File: src/rtl/pipe_pkg.sv
// Shared definitions for the two-entry skid pipeline register:
// the occupancy state encoding and the default data width.
package pipe_pkg;

    localparam int PIPE_WIDTH_DEFAULT = 32;

    typedef enum logic [1:0] {
        EMPTY = 2'd0,
        ONE   = 2'd1,
        FULL  = 2'd2
    } pipe_state_e;

endpackage

File: src/rtl/pipe_entry_reg.sv
// WIDTH-bit storage register with load enable and synchronous active-high
// clear to zero; used for both the main and the skid entry.
module pipe_entry_reg
    import pipe_pkg::*;
#(
    parameter int WIDTH = PIPE_WIDTH_DEFAULT
) (
    input  logic             Clk,
    input  logic             Rst,
    input  logic             load,
    input  logic [WIDTH-1:0] d,
    output logic [WIDTH-1:0] q
);

    logic [WIDTH-1:0] data_r;

    // Entry storage: clear on reset, capture d when load is asserted.
    always_ff @(posedge Clk) begin
        if (Rst) begin
            data_r <= {WIDTH{1'b0}};
        end else if (load) begin
            data_r <= d;
        end else begin
            data_r <= data_r;
        end
    end

    assign q = data_r;

endmodule

File: src/rtl/pipe_skid_reg32.sv
// Two-entry valid/ready skid register with fully registered handshake outputs.
// Define PIPE_SKID_FLUSH_EN to add the synchronous Flush input.
module pipe_skid_reg32
    import pipe_pkg::*;
#(
    parameter int WIDTH = PIPE_WIDTH_DEFAULT
) (
    input  logic             Clk,
    input  logic             Rst,
    input  logic [WIDTH-1:0] In_D,
    input  logic             In_Valid,
    output logic             In_Ready,
    output logic [WIDTH-1:0] Out_D,
    output logic             Out_Valid,
    input  logic             Out_Ready
`ifdef PIPE_SKID_FLUSH_EN
    ,
    input  logic             Flush
`endif
);

    pipe_state_e      state_r;
    pipe_state_e      state_nx_s;
    logic             in_ready_r;
    logic             out_valid_r;
    logic             accept_s;
    logic             drain_s;
    logic             main_load_s;
    logic             skid_load_s;
    logic [WIDTH-1:0] main_d_s;
    logic [WIDTH-1:0] main_q_s;
    logic [WIDTH-1:0] skid_q_s;

    // Handshakes use only registered flags, so Out_Ready never reaches In_Ready.
    assign accept_s = In_Valid & in_ready_r;
    assign drain_s  = out_valid_r & Out_Ready;

    // Next-state and entry-load decode.
    always_comb begin
        state_nx_s  = state_r;
        main_load_s = 1'b0;
        skid_load_s = 1'b0;
        main_d_s    = In_D;
`ifdef PIPE_SKID_FLUSH_EN
        if (Flush) begin
            state_nx_s = EMPTY;
        end else begin
`endif
        case (state_r)
            EMPTY: begin
                if (accept_s) begin
                    state_nx_s  = ONE;
                    main_load_s = 1'b1;
                end else begin
                    state_nx_s = EMPTY;
                end
            end
            ONE: begin
                if (accept_s && !drain_s) begin
                    state_nx_s  = FULL;
                    skid_load_s = 1'b1;
                end else if (drain_s && !accept_s) begin
                    state_nx_s = EMPTY;
                end else if (accept_s && drain_s) begin
                    state_nx_s  = ONE;
                    main_load_s = 1'b1;
                end else begin
                    state_nx_s = ONE;
                end
            end
            FULL: begin
                if (drain_s) begin
                    state_nx_s  = ONE;
                    main_load_s = 1'b1;
                    main_d_s    = skid_q_s;
                end else begin
                    state_nx_s = FULL;
                end
            end
            default: begin
                state_nx_s = EMPTY;
            end
        endcase
`ifdef PIPE_SKID_FLUSH_EN
        end
`endif
    end

    // State register with handshake flags pre-decoded from the next state.
    always_ff @(posedge Clk) begin
        if (Rst) begin
            state_r     <= EMPTY;
            in_ready_r  <= 1'b1;
            out_valid_r <= 1'b0;
        end else begin
            state_r     <= state_nx_s;
            in_ready_r  <= (state_nx_s != FULL);
            out_valid_r <= (state_nx_s != EMPTY);
        end
    end

    pipe_entry_reg #(.WIDTH(WIDTH)) u_main (
        .Clk  (Clk),
        .Rst  (Rst),
        .load (main_load_s),
        .d    (main_d_s),
        .q    (main_q_s)
    );

    pipe_entry_reg #(.WIDTH(WIDTH)) u_skid (
        .Clk  (Clk),
        .Rst  (Rst),
        .load (skid_load_s),
        .d    (In_D),
        .q    (skid_q_s)
    );

    assign In_Ready  = in_ready_r;
    assign Out_Valid = out_valid_r;
    assign Out_D     = main_q_s;

endmodule

File: config.mk
export PLATFORM = sky130hd
export DESIGN_NAME = pipe_skid_reg32
export DESIGN_NICKNAME = d
export VERILOG_FILES = /design/src/rtl/pipe_pkg.sv /design/src/rtl/pipe_entry_reg.sv /design/src/rtl/pipe_skid_reg32.sv
export SDC_FILE = /design/constraint.sdc
export NUM_CORES = 1
export LEC_CHECK = 0
export CAP_MARGIN = 10
export CORE_MARGIN = 3
export CORE_UTILIZATION = 35
export CTS_CLUSTER_SIZE = 16
export DETAILED_ROUTE_END_ITERATION = 8
export GPL_TIMING_DRIVEN = 0
export PLACE_DENSITY_LB_ADDON = 0.08
export SLEW_MARGIN = 30
export SYNTH_ARGS = -nofsm -noshare
export SYNTH_HDL_FRONTEND = slang
export SYNTH_SLANG_ARGS = --single-unit
export TNS_END_PERCENT = 10
File: constraint.sdc
create_clock -name Clk -period 3.45 [get_ports Clk]
set_clock_uncertainty 0.2 [all_clocks]
set_input_delay 1.035 -clock Clk [delete_from_list [all_inputs] [get_ports Clk]]
set_output_delay 1.035 -clock Clk [all_outputs]
set_load 0.005 [all_outputs]
==> summary.md, run 1 <==
| Metric | Value |
|---|---|
| Vias in the first global route | 2,415 |
| Die H | 97.3 µm |
| Kind of end point of the critical path | flip-flop |
| Tightest slew margin relative to the limit | 49.7% |
| Count of flip-flops with a built-in enable after synthesis | 0 |
| Global router's overall resource usage | 16.0% |
| Largest net degree at the start of global routing | 11 |
| Routability congestion estimate from global placement | 0.765 |
| Sequential area share after synthesis | 46.6% |
| CTS sink count | 68 |
| Setup Fix Bufs, Post-CTS | 0 |
| Antenna Cells | 0 |
| Top library cells by usage in the layout, fill and taps aside | sky130_fd_sc_hd__nand2_1, sky130_fd_sc_hd__dfxtp_1, sky130_fd_sc_hd__clkdlybuf4s50_1 |
| Static leakage | 0.00138 µW |
| Final setup violation count | 0 |
| Area enclosed by the die boundary | 0.00948 mm² |
| Data required time at the worst endpoint | 3.43 ns |
| Critical Path, Cell by Cell | clkdlybuf4s50_1, nand2_1, inv_1, ha_1, a221o_1, buf_6, buf_4, nor2_1, a311oi_2 |
| Number of max-capacitance violations reported | 0 |
| Total wire length | 7370 µm |
| Period minus WS final | 2.76 ns |
| Cell area after synthesis | 0.00292 mm² |
| Net Count, Synth | 383 |
| Cells after Synth | 346 |
| Final-layout setup total negative slack | 0 ns |
| Share of layout cells above drive strength 1 | 12.6% |
| Starting Density | 36.8% |
| Count of synthesis-stage warnings from yosys | 0 |
| Async set-or-reset flop fraction in the synthesized netlist | 0% |
| Htree depth | 3 |
| Post-CTS Resized | 0 |
| Cells taking the most area after synthesis | sky130_fd_sc_hd__dfxtp_1, sky130_fd_sc_hd__nand2_1, sky130_fd_sc_hd__a311oi_2, sky130_fd_sc_hd__a21oi_1, sky130_fd_sc_hd__nor2_1 |
| HPWL Detailed | 5130 µm |
| TritonCTS clock tree | yes |
| # DRC | 0 |
| Run status | completed |
| Drt initial violations | 97 |
| Clock insertion delay at the later pin of the skew report | 0.33 ns |
| Number of antenna violations at the first check in global routing | 0 |
| Layout overhead on the synthesized area | 33.2% |
| Crit path arrival time | 2.74 ns |
| Clk slew on worst S/H paths | 0.07 ns |
| Total power density per cell area | 475 mW/mm² |
| Hold slack | 0.254 ns |
| Final nets | 462 |
| Fraction of the cycle the final worst path needs | 79.9% |
| Most frequent standard cell in the layout excluding fill and tap cells | sky130_fd_sc_hd__nand2_1 |
| Routed via count | 2,547 |
| # rows | 32 |
| Aggregate global routing overflow | 0 |
| Largest stage delay on the critical path | 0.42 ns |
| Clock Root Buffer | sky130_fd_sc_hd__clkbuf_8 |
| Critical Path Slowest Stage Cell | sky130_fd_sc_hd__clkdlybuf4s50_1 |
| Count of final hold-check violations | 0 |
| Die Span X | 97.3 µm |
| First-pass GRT wire length | 12,200 µm |
| CP Class | input port to flip-flop |
| Max Freq | 363 MHz |
| Worst ir drop on vdd | 0.198 mV |
| Standard cell core area | 0.00793 mm² |
| RSZ-0062 raised after global routing | false |
| Boundary Pins | 70 |
| Startpoint Class | input port |
| Cell type with the largest total area after synthesis | sky130_fd_sc_hd__dfxtp_1 |
| Count of buffers inserted at the top-level ports | 68 |
| Number of hold-repair buffers added at the cts stage | 0 |
| Number of routed nets with antenna violations | 0 |
| Dominant register cell in the synthesized netlist | sky130_fd_sc_hd__dfxtp_1 |
| Per-instance average area after synthesis | 8.44 µm² |
| Max-slew violation count | 0 |
| Number of detailed-route iterations in the first pass | 4 |
| FF+latch count, synth | 68 |
| Total clock buffers created by CTS | 9 |
| Slew @ Worst Pin | 0.755 ns |
| Min-Delay Path Class | flip-flop to flip-flop |
| Detail-routed via count per cell | 4.79 |
| Largest buffer count on any clock path | 2 |
| Portion of synthesized cell area occupied by the leading cell type | 46.6% |
| Number of distinct library cells after synthesis | 25 |
| Crit Path Max Fanout | 10 |
| Routed wirelength normalized by instance count | 13.8 µm |
worst max-delay path, delay by kind of cell:
family | cells | cell delay [ns]
buffers and inverters | 4 | 0.85
AOI/OAI and AO/OA | 2 | 0.38
and+or+nand+nor | 2 | 0.26
adders and majority gates | 1 | 0.21
stage by stage:
| step | total power, µW | cell area, µm² | instances | setup WS [ns] | util [%] |
|---|---|---|---|---|---|
| floorplan | 1120 | 2920 | 346 | 0.960 | - |
| global placement | 1310 | 3730 | 516 | 0.361 | 47.0 |
| detailed placement | 1310 | 3730 | 516 | 0.362 | 47.0 |
| CTS | 1880 | 3890 | 532 | 0.709 | 49.1 |
| global route | 1950 | 3890 | 532 | 0.561 | 49.1 |
| finish | 1850 | 3890 | 532 | 0.694 | 49.1 |
path summary, 6_finish.rpt:
check	from	end	slack [ns]	cells past startpoint
worst max-delay path	Out_Ready	u_main.q[19]	0.69	9
worst min-delay path	u_skid.q[12]	u_skid.q[12]	0.25	2
worst max register to register	state_r[0]	u_main.q[5]	1.43	6
worst min register to register	u_skid.q[12]	u_skid.q[12]	0.25	2
cell families (layout without fill, tap and decap cells):
family	after synthesis	count (layout)	synth area share, %
buf+inv	31	115	5.61
simple gates	175	175	23.7
fa+ha+maj	1	1	0.428
flops	68	68	46.6
compound gates	71	71	23.7
routing by layer:
metal	GRT usage (%)	part of all wire (%)	wire (µm)	vias up
li1	-	-	-	1327
met1	22.0	48	3500	1150
met2	24.6	46	3380	62
met3	3.52	5.1	377	8
met4	6.07	1.4	106	0
met5	0	0	0	-
cell usage after synthesis (all sizes together), types with 2 or more instances:
| master | instances |
|---|---|
| a311oi | 32 |
| nor2b | 2 |
| and4b | 2 |
| nand2 | 131 |
| nor2 | 35 |
| buf | 9 |
| inv | 2 |
| clkbuf | 20 |
| a21oi | 34 |
| dfxtp | 68 |
report_power, final:
part	switching, µW	internal (µW)
clock	279	280
sequential	37.3	852
combinational	185	215
total	502	1350
sequential cells by signal, summed over array words and instances, names as in the netlist:
name,flops
u_main.q,32
state_r,2
Out_Valid,1
u_skid.q,32
In_Ready,1
layout make-up:
class                      count  area (µm²)
inverter                       2        7.51
tap                          102         128
multi-input combinational    247        1400
clock buffer                  14         153
timing repair buffer          68         681
clock inverter                 2        10.0
fill                         783        4040
buffer                        29         156
sequential                    68        1360
Note: power is estimated with default switching activity, not from simulation.
==> inputs of run 2 (changes only) <==
- clock period: 3.45 -> 2.5 ns (I/O delays scaled with it)
==> run 2 against run 1 <==
  * Worst hold slack better by 0.00083 ns
  * Setup slack worse by 0.64 ns
  * Total power is 39% higher
  * Routed wire length is 0.68% higher
  * Flip-flop and latch count stayed put
  * Cell area is 0.55% higher
  * Sequential power is 38% higher
  * Critical endpoint is now u_main.q[23]
  * Largest power group unchanged
==> summary.md, run 2 (same netlist as run 1, synthesis figures left out) <==
| Metric | Value |
|---|---|
| Total power density per cell area | 655 mW/mm² |
| Crit Path Max Fanout | 10 |
| # rows | 32 |
| Startpoint Class | input port |
| Worst reg2reg endpoint | u_main.q[5] |
| Reg2Reg Setup Slack | 0.49 ns |
| Vias in the first global route | 2,415 |
| CP Class | input port to flip-flop |
| Critical Path, Cell by Cell | clkdlybuf4s50_1, nand2_2, inv_1, ha_1, a221o_1, buf_6, buf_4, nor2_1, a311oi_2 |
| End point of the worst hold path | u_skid.q[18] |
| R2R Path Start | state_r[0] |
| Critical Path Slowest Stage Cell | sky130_fd_sc_hd__clkdlybuf4s50_1 |
| Fraction of met1 tracks used by global routing | 22.0% |
| Total clock buffers created by CTS | 9 |
| Hold slack | 0.254 ns |
| Number of cells in the finished layout apart from fillers | 532 |
| # DRC | 0 |
| Most frequent standard cell in the layout excluding fill and tap cells | sky130_fd_sc_hd__nand2_1 |
| Starting Density | 36.8% |
| Antenna Cells | 0 |
| Slew @ Worst Pin | 0.766 ns |
| Top library cells by usage in the layout, fill and taps aside | sky130_fd_sc_hd__nand2_1, sky130_fd_sc_hd__dfxtp_1, sky130_fd_sc_hd__clkdlybuf4s50_1 |
| Clock insertion delay at the later pin of the skew report | 0.33 ns |
| Max Freq | 410 MHz |
| Die Span X | 97.3 µm |
| Standard cell core area | 0.00793 mm² |
| Met2 capacity usage during global routing | 24.6% |
| Die H | 97.3 µm |
| Routed wirelength normalized by instance count | 13.9 µm |
| Number of hold-repair buffers added at the cts stage | 0 |
| Routability congestion estimate from global placement | 0.765 |
| Layout overhead on the synthesized area | 34.0% |
| Min-Delay Path Class | flip-flop to flip-flop |
| Largest stage delay on the critical path | 0.43 ns |
| First-pass GRT wire length | 12,200 µm |
| Clk slew on worst S/H paths | 0.07 ns |
| Origin of the worst min-delay path | u_skid.q[18] |
| Depth of the most critical reg-to-reg path | 6 |
| Detail-routed via count per cell | 4.81 |
| RSZ-0062 raised after global routing | true |
| Max-slew violation count | 0 |
| Area enclosed by the die boundary | 0.00948 mm² |
| Count of buffers inserted at the top-level ports | 68 |
| Run status | completed |
| Routed via count | 2,558 |
| Final nets | 462 |
| Setup Fix Bufs, Post-CTS | 0 |
| Drt initial violations | 90 |
| Kind of end point of the critical path | flip-flop |
| Crit path arrival time | 2.43 ns |
| Final setup violation count | 0 |
| Number of detailed-route iterations in the first pass | 4 |
| CTS sink count | 68 |
| Met3 Usage GRT | 3.52% |
| Data required time at the worst endpoint | 2.49 ns |
| HPWL Detailed | 5130 µm |
| Layer with the highest usage after global routing | met2 |
| Static leakage | 0.00138 µW |
| Area of placed instances | 0.00373 mm² |
| Post-route design area | 0.00391 mm² |
| Share of layout cells above drive strength 1 | 14.7% |
| Crit path setup slack, layout | 0.0586 ns |
| Number of routed nets with antenna violations | 0 |
| Largest net degree at the start of global routing | 11 |
| Clock Root Buffer | sky130_fd_sc_hd__clkbuf_8 |
| Number of antenna violations at the first check in global routing | 0 |
| Placed Cells | 516 |
| Htree depth | 3 |
| TritonCTS clock tree | yes |
| Aggregate global routing overflow | 0 |
| Worst ir drop on vdd | 0.272 mV |
| Count of final hold-check violations | 0 |
| Fraction of the cycle the final worst path needs | 97.7% |
| Post-CTS Resized | 0 |
| Global router's overall resource usage | 16.0% |
| Number of instances on the worst hold path | 2 |
| Largest buffer count on any clock path | 2 |
| Total wire length | 7420 µm |
| Period minus WS final | 2.44 ns |
| Pre-CTS setup slack | -0.303 ns |
| Boundary Pins | 70 |
| Tightest slew margin relative to the limit | 48.9% |
| Number of max-capacitance violations reported | 0 |
==> run 2: changes by cell type in the layout (fill, tap and decap cells not counted), sizes merged <==
cell / change
buf: +3
clkbuf: -3
==> run 2: how the worst max path moves through the flow <==
stage / cells after the start / slack (ns) / end / from
6_report: 9 / 0.06 / u_main.q[23] / Out_Ready
5_1_grt: 9 / -0.05 / u_main.q[1] / Out_Ready
4_1_cts: 9 / 0.04 / u_main.q[23] / Out_Ready
3_5_place_dp: 9 / -0.30 / u_main.q[1] / Out_Ready
3_3_place_gp: 9 / -0.30 / u_main.q[1] / Out_Ready
2_1_floorplan: 8 / 0.29 / u_main.q[0] / Out_Ready
==> run 2: worst max-delay path, delay by kind of cell <==
kind | cells | cell delay, ns
compound gates | 2 | 0.38
simple gates | 2 | 0.23
fa+ha+maj | 1 | 0.20
buf+inv | 4 | 0.84
==> run 2: final cells by class <==
type,instances,area (µm²)
sequential,68,1360
inverter,2,7.51
buffer,29,158
multi-input combinational,247,1420
fill,776,4020
tap,102,128
timing repair buffer,68,681
clock buffer,14,153
clock inverter,2,10.0
==> run 2: metrics by stage <==
step                power, µW  TNS [ns]  utilization [%]
global placement         1800    -13.96             47.0
finish                   2560         0             49.4
detailed placement       1810    -14.07             47.0
floorplan                1550         0                -
CTS                      2590         0             49.1
global route             2700    -0.830             49.4
==> run 2: routing by layer <==
| metal | wire length (µm) | part of all wire, % |
|---|---|---|
| met5 | 0 | 0 |
| met4 | 113 | 1.5 |
| met3 | 330 | 4.4 |
| met2 | 3370 | 45 |
| met1 | 3600 | 49 |
==> run 2: report_power, final <==
part	total (µW)	switching (µW)	internal (µW)
registers	1230	54.2	1180
clock network	775	389	386
logic	559	258	301
==> inputs of run 3 (changes only) <==
- CAP_MARGIN: 10 -> not set
==> results of run 3 <==
The final DEF is identical to that of run 2; final timing and power are the same.
==> patch 1 (settings of run 1) <==
Set the package constant `PIPE_WIDTH_DEFAULT` to 48 (it was 32).
--- a/src/rtl/pipe_pkg.sv
+++ b/src/rtl/pipe_pkg.sv
@@ -4,3 +4,3 @@
 
-    localparam int PIPE_WIDTH_DEFAULT = 32;
+    localparam int PIPE_WIDTH_DEFAULT = 48;
 
Interface: changed (resized In_D and Out_D); port bits go from 70 to 102. The function was not compared with the original's and may differ.
==> patch 1 against run 1 <==
Hold slack improved by 1.0 ps. Setup slack got worse by 160 ps. Sequential cell count increased by 32. Design area increased by 46%. Wire length increased by 48%. Critical endpoint is now u_main.q[6]. Non-clock buffer count increased by 47. Area after synthesis increased by 44%. Combinational power increased by 42%. Critical path type unchanged. Total power increased by 61%. Utilization increased by 0.19 points.
==> patch 1: results (changes against run 1) <==
Place WS=149.8 ps (was 362.1 ps); Commonest cells post-synth=195 x nand2_1, 100 x dfxtp_1, 51 x nor2_1 (was 131 x nand2_1, 68 x dfxtp_1, 35 x nor2_1); Lkg Pwr=2.033 nW (was 1.376 nW); GR Util met1=22.36% (was 21.99%); vias per cell=4.870 (was 4.788); register area share after synthesis=47.75% (was 46.62%); GP Congestion=0.7656 (was 0.7646); met2 wire length=5146 µm (was 3383 µm); Worst Hold Launch=u_skid.q[7] (was u_skid.q[12]); clock root buffer=clkbuf_16 (was clkbuf_8); Initial DRC Count=147 (was 97); fin nets=669 (was 462); vias in the first global route=3420 (was 2415); reg2reg end=u_main.q[6] (was u_main.q[5]); VDD IR max=0.0002639 V (was 0.0001977 V); met2 layer usage reported by global route=26.62% (was 24.58%); largest net degree at the start of global routing=17 (was 11); post-synthesis compound-gate area fraction=22.92% (was 23.65%); worst r2r src=state_r[1] (was state_r[0]); hold endpoint=u_skid.q[7] (was u_skid.q[12]); wl on met1=5246 µm (was 3499 µm); hold slack=254.6 ps (was 253.6 ps); first-pass GRT wire length=17260 µm (was 12230 µm); status=complete, no violations (unchanged); FF+latch area=2002 µm² (was 1361 µm²); post-synth cell types=24 (was 25); met3 usage=3.394% (was 3.518%); Synth Area in Adders=0.2984% (was 0.4284%); Fill cells=1142 (was 783); switch share=25.54% (was 27.16%); Initial Utilization=36.25% (was 36.84%); final setup margin=535.4 ps (was 693.7 ps); WL met3=450 µm (was 377 µm); Post-Syn Nets=558 (was 383); IO Port Bufs=100 (was 68); relative slew slack=49.25% (was 49.68%); CP Data Arrival Time=2960 ps (was 2740 ps)
==> patch 1: critical path, stage by stage <==
cell and delay (ps):
clkdlybuf4s50_1 500, and4b_1 180, clkbuf_1 170, buf_2 260, buf_1 420, nand2_1 130
a311oi_2 260
==> patch 1: per-stage QoR <==
stage / instances / total power, mW
global placement: 748 / 1.900
floorplan: 505 / 1.623
global route: 764 / 3.114
finish: 764 / 2.973
CTS: 764 / 3.014
detailed placement: 748 / 1.909
==> patch 1: layout make-up <==
class | instances | share of cell area, %
Tap cell | 143 | 3.140
Clock buffer | 11 | 4.260
Inverter | 2 | 0.1318
Timing Repair Buffer | 100 | 17.57
Multi-Input combinational cell | 359 | 34.50
Buffer | 44 | 3.821
Sequential cell | 100 | 35.13
Clock inverter | 5 | 1.449
==> patch 1: power groups by stage <==
stage,Clock (mW),Combinational [mW],Sequential (mW)
floorplan,0,0.293,1.33
global placement,0,0.570,1.33
detailed placement,0,0.575,1.33
CTS,1.13,0.577,1.31
global route,1.17,0.621,1.32
finish,1.10,0.568,1.31
==> patch 2 (settings of run 1) <==
Without the edit above. Encoding of `pipe_state_e`: now one-hot (3 bits for 3 states).
--- a/src/rtl/pipe_pkg.sv
+++ b/src/rtl/pipe_pkg.sv
@@ -6,6 +6,6 @@
 
-    typedef enum logic [1:0] {
-        EMPTY = 2'd0,
-        ONE   = 2'd1,
-        FULL  = 2'd2
+    typedef enum logic [2:0] {
+        EMPTY = 3'b001,
+        ONE   = 3'b010,
+        FULL  = 3'b100
     } pipe_state_e;
Check against the original RTL: same outputs for any inputs over 10 cycles, from zero or initial values and one cycle with Rst high; not proved beyond that.
==> patch 2 against run 1 <==
Design area decreased by 5.4%. Fmax decreased by 5.9%. Total power decreased by 3.4%. Area after synthesis decreased by 8.8%. Wire length decreased by 11%. Sequential cell count increased by 1. Synthesized cell count decreased by 11%. Sequential share of layout area increased by 2.5 points. Setup slack got worse by 170 ps. Largest power group unchanged.
==> patch 2: results (changes against run 1) <==
post-synth cell types=26 (was 25); vias per cell=4.709 (was 4.788); relative slew slack=57.90% (was 49.68%); first-pass GRT wire length=10810 µm (was 12230 µm); vias in the first global route=2259 (was 2415); IO Port Bufs=68 (unchanged); VDD IR max=0.0002868 V (was 0.0001977 V); Clock Latency Late Sink=350 ps (was 330 ps); status=complete, no violations (unchanged); CP Data Arrival Time=2950 ps (was 2740 ps); hpwl dp=4356 µm (was 5128 µm); delay-heaviest family, CP=simple AND/OR/NAND/NOR gates (was buffers and inverters); clk buf depth=2 (unchanged); Crit Path Max Fanout=5 (was 10); Area contributors post-synth=dfxtp_1 52%, nand2_1 14%, mux2i_1 12%, a21oi_1 6.2%, o21ai_1 6.2% (was dfxtp_1 47%, nand2_1 17%, a311oi_2 16%, a21oi_1 5.8%, nor2_1 4.5%); GP Congestion=0.7559 (was 0.7646); Detailed Route WL=6520 µm (was 7366 µm); Commonest cells post-synth=99 x nand2_1, 69 x dfxtp_1, 33 x a21oi_1, 33 x o21ai_1, 32 x mux2i_1 (was 131 x nand2_1, 68 x dfxtp_1, 35 x nor2_1); sequential power share=47.4% (was 48.1%); Initial DRC Count=92 (was 97); layout cells sized above 1=6.616% (was 12.56%); Lkg Pwr=1.301 nW (was 1.376 nW); register area share after synthesis=51.86% (was 46.62%); placed cell area=3468 µm² (was 3729 µm²); fin nets=425 (was 462); clock share of power=40.2% (was 30.2%); Post-Syn Nets=346 (was 383); largest net degree at the start of global routing=13 (was 11); Max stage delay cell, worst path=or4b_1 (was clkdlybuf4s50_1)
==> patch 2: cell types whose count changed in the layout (fill, tap and decap cells not counted), sizes merged, moves of 10 or more <==
cell	before	now
nor2	35	2
a311oi	32	0
nand2	131	99
mux2i	0	32
clkbuf	34	24
o21ai	1	34
==> patch 2: layout make-up <==
type	count	area [µm²]
flip-flops and latches	69	1381
multi-input cells	217	1180
clock buffers	10	127.6
well taps	99	123.9
inverters	2	7.507
fillers	699	3649
plain buffers	21	95.09
repair buffers	68	680.7
clock inverters	6	86.33
==> patch 2: per-layer routing <==
layer,routed length [µm],track usage (%)
met2,2974,24.66
met1,3080,20.15
met3,372,5.390
met5,0,0
met4,92,5.495
==> patch 2: worst paths after layout <==
| path | startpoint | endpoint | slack [ps] | cells past startpoint |
|---|---|---|---|---|
| setup / recovery | Out_Ready | In_Ready | 520 | 8 |
| hold / removal | u_skid.q[25] | u_main.q[25] | 240 | 2 |
| setup reg to reg | Out_Valid | In_Ready | 1330 | 7 |
| hold reg to reg | u_skid.q[25] | u_main.q[25] | 240 | 2 |
==> patch 2: metrics by stage <==
step | worst slack [ps] | std cells | power, mW
6_report | 519.5 | 492 | 1.785
3_5_place_dp | 148.4 | 476 | 1.088
4_1_cts | 522.1 | 492 | 1.808
3_3_place_gp | 154.7 | 476 | 1.087
2_1_floorplan | 736.2 | 309 | 0.9633
5_1_grt | 398.0 | 492 | 1.860
==> patch 2: cell families after synthesis <==
logic type	Yosys count	synth area share [%]
AND/OR/NAND/NOR	112	17.57
multiplexers	32	12.02
AO/OA/AOI/OAI	72	14.23
flip-flops	69	51.86
adder cells (fa/ha/maj)	1	0.4696
buffers and inverters	23	3.851
